--- src/rtl/glitc_i2c_responder.sv ---
`timescale 1ns/1ps
`default_nettype none
// ============================================================================
// Module      : glitc_i2c_responder
// Description : I2C target with an 8 x 8-bit register file. The master writes
//               a 3-bit register pointer and then data bytes, or reads bytes
//               from the pointer. The pointer auto-increments and wraps 7 -> 0.
//               SCL and SDA are sampled asynchronously and resynchronised to
//               user_clk_i.
// Ports       : user_clk_i   - system clock, rising edge
//               user_rst_n_i - synchronous active-low reset
//               scl_i, sda_i - raw I2C pad levels, asynchronous
//               sda_o        - SDA pad output value, constant 0
//               sda_oen_o    - SDA output enable, active-low
//               reg_dat_o    - flattened register file, byte n = register n
//               wr_stb_o     - one-cycle pulse on a register write
//               wr_adr_o     - index of the written register
//               busy_o       - addressed transaction in progress
// Revision    : 1.0 - initial release
// ============================================================================
module glitc_i2c_responder #(
  parameter logic [6:0]  I2C_ADDR  = 7'h60,
  parameter logic [63:0] RESET_VAL = 64'h0
) (
  input  logic        user_clk_i,
  input  logic        user_rst_n_i,
  input  logic        scl_i,
  input  logic        sda_i,
  output logic        sda_o,
  output logic        sda_oen_o,
  output logic [63:0] reg_dat_o,
  output logic        wr_stb_o,
  output logic [2:0]  wr_adr_o,
  output logic        busy_o
);

  typedef enum logic [3:0] {
    ST_IDLE      = 4'd0,
    ST_ADDR      = 4'd1,
    ST_ADDR_ACK  = 4'd2,
    ST_PTR       = 4'd3,
    ST_PTR_ACK   = 4'd4,
    ST_WDATA     = 4'd5,
    ST_WDATA_ACK = 4'd6,
    ST_RDATA     = 4'd7,
    ST_RDATA_ACK = 4'd8
  } state_t;

  // Synchronizer chain and history flops
  logic scl_meta_q, scl_sync_q, scl_hist_q;
  logic sda_meta_q, sda_sync_q, sda_hist_q;

  state_t      state_q,   state_d;
  logic [2:0]  bit_cnt_q, bit_cnt_d;
  logic [7:0]  shift_q,   shift_d;
  logic [2:0]  ptr_q,     ptr_d;
  logic        rw_q,      rw_d;
  logic [63:0] regs_q,    regs_d;
  logic        sda_oen_q, sda_oen_d;
  logic        wr_stb_q,  wr_stb_d;
  logic [2:0]  wr_adr_q,  wr_adr_d;
  logic        busy_q,    busy_d;

  logic       scl_rise, scl_fall, start_det, stop_det;
  logic [7:0] rx_byte;
  logic [2:0] ptr_inc;

  assign scl_rise  =  scl_sync_q & ~scl_hist_q;
  assign scl_fall  = ~scl_sync_q &  scl_hist_q;
  // SCL must be high on both the current and previous sample so that an SDA
  // change landing on the same cycle as an SCL edge is not taken as START/STOP.
  assign start_det =  scl_sync_q & scl_hist_q &  sda_hist_q & ~sda_sync_q;
  assign stop_det  =  scl_sync_q & scl_hist_q & ~sda_hist_q &  sda_sync_q;
  assign rx_byte   = {shift_q[6:0], sda_sync_q};
  assign ptr_inc   = ptr_q + 3'd1;

  always_comb begin
    state_d   = state_q;
    bit_cnt_d = bit_cnt_q;
    shift_d   = shift_q;
    ptr_d     = ptr_q;
    rw_d      = rw_q;
    regs_d    = regs_q;
    sda_oen_d = sda_oen_q;
    wr_stb_d  = 1'b0;
    wr_adr_d  = wr_adr_q;
    busy_d    = busy_q;

    if (stop_det) begin
      state_d   = ST_IDLE;
      bit_cnt_d = 3'd0;
      sda_oen_d = 1'b1;
      busy_d    = 1'b0;
    end else if (start_det) begin
      // Also covers repeated START; busy is kept until the address is judged.
      state_d   = ST_ADDR;
      bit_cnt_d = 3'd0;
      sda_oen_d = 1'b1;
    end else begin
      case (state_q)
        ST_IDLE: begin
          sda_oen_d = 1'b1;
        end

        ST_ADDR: begin
          if (scl_rise) begin
            shift_d   = rx_byte;
            bit_cnt_d = bit_cnt_q + 3'd1;
            if (bit_cnt_q == 3'd7) begin
              if (rx_byte[7:1] == I2C_ADDR) begin
                state_d = ST_ADDR_ACK;
                rw_d    = rx_byte[0];
                busy_d  = 1'b1;
              end else begin
                state_d = ST_IDLE;
                busy_d  = 1'b0;
              end
            end
          end
        end

        // Ack phases: the first SCL fall (SDA still released) starts driving
        // the ACK low, the second one ends the 9th clock.
        ST_ADDR_ACK: begin
          if (scl_fall) begin
            if (sda_oen_q) begin
              sda_oen_d = 1'b0;
            end else if (rw_q) begin
              state_d   = ST_RDATA;
              bit_cnt_d = 3'd0;
              shift_d   = regs_q[{ptr_q, 3'b000} +: 8];
              sda_oen_d = regs_q[{ptr_q, 3'b000} + 6'd7];
            end else begin
              state_d   = ST_PTR;
              bit_cnt_d = 3'd0;
              sda_oen_d = 1'b1;
            end
          end
        end

        ST_PTR: begin
          if (scl_rise) begin
            shift_d   = rx_byte;
            bit_cnt_d = bit_cnt_q + 3'd1;
            if (bit_cnt_q == 3'd7) begin
              ptr_d   = rx_byte[2:0];
              state_d = ST_PTR_ACK;
            end
          end
        end

        ST_PTR_ACK, ST_WDATA_ACK: begin
          if (scl_fall) begin
            if (sda_oen_q) begin
              sda_oen_d = 1'b0;
            end else begin
              state_d   = ST_WDATA;
              bit_cnt_d = 3'd0;
              sda_oen_d = 1'b1;
            end
          end
        end

        ST_WDATA: begin
          if (scl_rise) begin
            shift_d   = rx_byte;
            bit_cnt_d = bit_cnt_q + 3'd1;
            if (bit_cnt_q == 3'd7) begin
              regs_d[{ptr_q, 3'b000} +: 8] = rx_byte;
              wr_stb_d = 1'b1;
              wr_adr_d = ptr_q;
              ptr_d    = ptr_inc;
              state_d  = ST_WDATA_ACK;
            end
          end
        end

        ST_RDATA: begin
          if (scl_rise) begin
            bit_cnt_d = bit_cnt_q + 3'd1;
            if (bit_cnt_q == 3'd7) begin
              state_d = ST_RDATA_ACK;
            end
          end else if (scl_fall) begin
            shift_d   = {shift_q[6:0], 1'b0};
            sda_oen_d = shift_q[6];
          end
        end

        // bit_cnt 0: releasing / waiting for the master's ACK bit;
        // bit_cnt 1: ACK seen, next byte preloaded, drive its MSB on SCL fall.
        ST_RDATA_ACK: begin
          if (scl_fall) begin
            if (bit_cnt_q == 3'd0) begin
              sda_oen_d = 1'b1;
            end else begin
              state_d   = ST_RDATA;
              bit_cnt_d = 3'd0;
              sda_oen_d = shift_q[7];
            end
          end else if (scl_rise && (bit_cnt_q == 3'd0)) begin
            ptr_d = ptr_inc;
            if (!sda_sync_q) begin
              shift_d   = regs_q[{ptr_inc, 3'b000} +: 8];
              bit_cnt_d = 3'd1;
            end else begin
              state_d = ST_IDLE;
              busy_d  = 1'b0;
            end
          end
        end

        default: begin
          state_d   = ST_IDLE;
          sda_oen_d = 1'b1;
          busy_d    = 1'b0;
        end
      endcase
    end
  end

  always_ff @(posedge user_clk_i) begin
    if (!user_rst_n_i) begin
      scl_meta_q <= 1'b1;
      scl_sync_q <= 1'b1;
      scl_hist_q <= 1'b1;
      sda_meta_q <= 1'b1;
      sda_sync_q <= 1'b1;
      sda_hist_q <= 1'b1;
      state_q    <= ST_IDLE;
      bit_cnt_q  <= 3'd0;
      shift_q    <= 8'd0;
      ptr_q      <= 3'd0;
      rw_q       <= 1'b0;
      regs_q     <= RESET_VAL;
      sda_oen_q  <= 1'b1;
      wr_stb_q   <= 1'b0;
      wr_adr_q   <= 3'd0;
      busy_q     <= 1'b0;
    end else begin
      scl_meta_q <= scl_i;
      scl_sync_q <= scl_meta_q;
      scl_hist_q <= scl_sync_q;
      sda_meta_q <= sda_i;
      sda_sync_q <= sda_meta_q;
      sda_hist_q <= sda_sync_q;
      state_q    <= state_d;
      bit_cnt_q  <= bit_cnt_d;
      shift_q    <= shift_d;
      ptr_q      <= ptr_d;
      rw_q       <= rw_d;
      regs_q     <= regs_d;
      sda_oen_q  <= sda_oen_d;
      wr_stb_q   <= wr_stb_d;
      wr_adr_q   <= wr_adr_d;
      busy_q     <= busy_d;
    end
  end

  assign sda_o     = 1'b0;
  assign sda_oen_o = sda_oen_q;
  assign reg_dat_o = regs_q;
  assign wr_stb_o  = wr_stb_q;
  assign wr_adr_o  = wr_adr_q;
  assign busy_o    = busy_q;

endmodule
`default_nettype wire

--- config.mk ---
export PLATFORM = sky130hd
export DESIGN_NAME = glitc_i2c_responder
export DESIGN_NICKNAME = d
export VERILOG_FILES = /design/src/rtl/glitc_i2c_responder.sv
export SDC_FILE = /design/constraint.sdc
export NUM_CORES = 1
export LEC_CHECK = 0
export ABC_CLOCK_PERIOD_IN_PS = 3300
export BUFFER_PORTS_ARGS = -buffer_cell sky130_fd_sc_hd__buf_4
export CAP_MARGIN = 15
export CORE_AREA = 2 2 117 119
export CTS_CLUSTER_SIZE = 10
export DETAILED_ROUTE_END_ITERATION = 7
export DIE_AREA = 0 0 119 121
export MAX_ROUTING_LAYER = met4
export PLACE_DENSITY_LB_ADDON = 0.25
export SLEW_MARGIN = 30
export SYNTH_ARGS = -nofsm -noshare
export SYNTH_HDL_FRONTEND = slang
export SYNTH_SLANG_ARGS = --single-unit
--- constraint.sdc ---
create_clock -name user_clk_i -period 3.3 [get_ports user_clk_i]
set_clock_uncertainty 0.05 [all_clocks]
set_input_delay 0.66 -clock user_clk_i [delete_from_list [all_inputs] [get_ports user_clk_i]]
set_output_delay 0.66 -clock user_clk_i [all_outputs]
set_load 0.01 [all_outputs]
==> impl_metrics.tcl <==
set metrics [dict create \
    crit_arrival_ns 2.90 \
    hold_buffers 0 \
    synth_seq_area_share 0.3872 \
    antenna_left 0 \
    ys_types 68 \
    tritoncts "yes" \
    r2r_end "shift_q[1]$_SDFFE_PN0P_" \
    clock-root-buffer "clkbuf_16" \
    start_kind "flip-flop" \
    grt_overflow 0 \
    cap_violations 0 \
    tightest_slew_ns 0.8835 \
    nFillCells 1266 \
    stdcell_count 808 \
    cts_max_level 3 \
    p_int_mw 1.857 \
    layout_common_cells "101 x nand2_1, 95 x dfxtp_1, 88 x buf_4" \
    reg2reg_setup_slack_ns 0.65 \
    gp_congestion 0.9417 \
    hold_path.class "flip-flop to flip-flop" \
    holdPathEnd "sda_sync_q$_SDFF_PN1_" \
    postCtsSetupRepairBufs 0 \
    critPathRequiredTime_ns 3.55 \
    hpwl_um 10850 \
    synth_edf_count 0 \
    syn_area_per_cell_um2 8.543 \
    drt-total-wl_um 14950 \
    clock_latency_ns 0.36 \
    firstDrtPassIters 6 \
    cp_max_fo 17 \
    final_common_cell "nand2_1" \
    crit_slowest_cell "nor4b_4" \
    core_area_um2 13090 \
    die_w_um 119 \
    setup_violations 0 \
    ios 75 \
    rsz0062_at_grt "no" \
    numCtsBuffers 9 \
    die-area_um2 14400 \
    worstPathCellList "nor4b_4 > nor3_2 > a31oi_2 > buf_4 > o22ai_1 > o21ai_0 > a32o_1" \
    areaGrowthSynthToFinish_pct 18.62 \
    holdCritStartpoint "sda_meta_q$_SDFF_PN1_" \
    start_util 0.3754 \
    synthArstFlopShare 0 \
    end_kind "flip-flop" \
    ir_worst_vdd_v 0.0002293 \
    antenna_found_initial 0 \
    tns_ns 0 \
    slew_viol_final 0 \
    ys.warnings.count 0 \
    status "finished clean" \
    die-height_um 121 \
    final_net_count 637 \
    placedCellCount 792 \
    clk_pin_slew_ns 0.07 \
    critPathBufInv 1 \
    r2r_cells 7 \
    synth.ff_latch_count 95 \
    synth-main-ff-cell "dfxtp_1" \
    num_vias 4471 \
    synthCells 575 \
    critPathKind "flip-flop to flip-flop" \
    avgViaCountPerCell 5.533 \
    diodes 0 \
    first_global_vias 4402 \
    port_buffers 73 \
    fp-row-count 42 \
    rr_startpoint "state_q[0]$_SDFFE_PP0P_" \
    postSynthNetCount 585 \
    max_freq_mhz 377.0 \
    power.switching_mw 0.8083 \
    hold_violations 0 \
    grt_use_total 0.2193 \
    ctsResizeCount 0 \
    slew_headroom 0.4017 \
    power_density_nw_per_um2 457.5 \
    drt_iter0_markers 330 \
    synth_area_um2 4912 \
    layout_worst_path_cycle_share 0.8037 \
    holdWs_ns 0.3700 \
    min_period_ns 2.652 \
    pwr-share-comb 0.150 \
    min_path_cells 1 \
    clock-sinks 95 \
    drc_errors 0 \
    clkPwrFrac 0.373 \
    grt_pass1_wl_um 24070 \
    pwr-share-seq 0.477 \
    leakage_nw 2.278 \
    crit_family "compound AO/OA/AOI/OAI gates" \
    avgRoutedWirePerCell_um 18.51 \
    clock_path_buffers 2 \
    drive_gt1_frac 0.1978 \
    p_sw_frac 0.3032 \
    slowest_delay_ns 0.62 \
    grt_max_degree 65 \
]
## metrics by stage
stage	power (mW)	instance area [µm²]	setup WS, ns	utilization
2_1_floorplan	1.583	4912	0.9694	-
3_3_place_gp	1.686	5554	0.8064	0.4245
3_5_place_dp	1.688	5554	0.7175	0.4245
4_1_cts	2.668	5827	0.6974	0.4453
5_1_grt	2.777	5827	0.3788	0.4453
6_report	2.666	5827	0.6476	0.4453
## sequential cells by signal (all words and copies together) (netlist names)
| name | cells |
|---|---|
| shift_q | 8 |
| busy_o | 1 |
| reg_dat_o | 64 |
| sda_hist_q | 1 |
| bit_cnt_q | 3 |
| scl_hist_q | 1 |
| scl_meta_q | 1 |
| wr_stb_o | 1 |
| state_q | 4 |
| ptr_q | 3 |
| wr_adr_o | 3 |
| scl_sync_q | 1 |
| sda_oen_o | 1 |
| rw_q | 1 |
| sda_sync_q | 1 |
| sda_meta_q | 1 |
## worst max path at each step
stage                     slack, ns                         end  cells after the start                     from
final                          0.65     shift_q[1]$_SDFFE_PN0P_                      7  state_q[0]$_SDFFE_PP0P_
after detailed placement       0.72     shift_q[1]$_SDFFE_PN0P_                      5  state_q[0]$_SDFFE_PP0P_
after global placement         0.81     shift_q[1]$_SDFFE_PN0P_                      7  state_q[0]$_SDFFE_PP0P_
after floorplan                0.97     shift_q[3]$_SDFFE_PN0P_                      9    ptr_q[0]$_SDFFE_PN0P_
after CTS                      0.70  reg_dat_o[16]$_SDFFE_PN0P_                      6  state_q[0]$_SDFFE_PP0P_
after global routing           0.38  reg_dat_o[17]$_SDFFE_PN0P_                      6  state_q[0]$_SDFFE_PP0P_
## worst register-to-register path: cells and delay by family, from the launching register on
family / cells / cell delay [ns]
simple gates: 2 / 0.70
compound gates: 4 / 1.13
flops: 1 / 0.46
buf+inv: 1 / 0.25
## cells by family after synthesis
group / Yosys count / share of synthesized area
simple gates: 228 / 0.2359
compound gates: 151 / 0.2191
flops: 95 / 0.3872
buf+inv: 57 / 0.05629
mux: 35 / 0.08202
fa+ha+maj: 6 / 0.01528
xor+xnor: 2 / 0.003567
other cells: 1 / 0.0007634
## metal layers
| layer | track usage | routed length, µm | part of all wire |
|---|---|---|---|
| met1 | 0.2880 | 6827 | 0.46 |
| met2 | 0.3387 | 7024 | 0.47 |
| met3 | 0.04652 | 860 | 0.058 |
| met4 | 0.07068 | 242 | 0.016 |
| met5 | - | 0 | 0 |
## layout make-up
class / count / area, µm² / area share
Timing Repair Buffer: 88 / 660.6 / 0.1134
Tap cell: 176 / 220.2 / 0.03779
Inverter: 10 / 37.54 / 0.006442
Clock buffer: 10 / 229.0 / 0.03930
Clock inverter: 6 / 43.79 / 0.007516
Multi-Input combinational cell: 423 / 2734 / 0.4692
Sequential cell: 95 / 1902 / 0.3264
## Yosys cell counts (5+ instances only)
cell type | instances | area share
nand2_1 | 101 | 0.077
dfxtp_1 | 95 | 0.39
a21boi_0 | 38 | 0.058
nor2_1 | 30 | 0.023
nor2b_1 | 30 | 0.038
o22ai_1 | 30 | 0.038
mux2i_1 | 29 | 0.059
clkbuf_1 | 25 | 0.019
buf_2 | 14 | 0.014
o21ai_0 | 14 | 0.014
nand2b_1 | 13 | 0.017
nand3_1 | 13 | 0.013
o21ai_1 | 13 | 0.013
a21oi_1 | 11 | 0.011
inv_1 | 8 | 0.0061
a32o_1 | 7 | 0.014
a21boi_1 | 6 | 0.0092
ha_1 | 6 | 0.015
nand3b_1 | 6 | 0.0092
and3_1 | 5 | 0.0064
or3_1 | 5 | 0.0064
## power groups by stage
stage | logic (mW) | clock network [mW] | registers [mW]
global route | 0.448 | 1.05 | 1.28
global placement | 0.393 | 0 | 1.29
detailed placement | 0.391 | 0 | 1.30
floorplan | 0.363 | 0 | 1.22
finish | 0.399 | 0.994 | 1.27
CTS | 0.395 | 1.00 | 1.27
(Power assumes the default switching activity.)
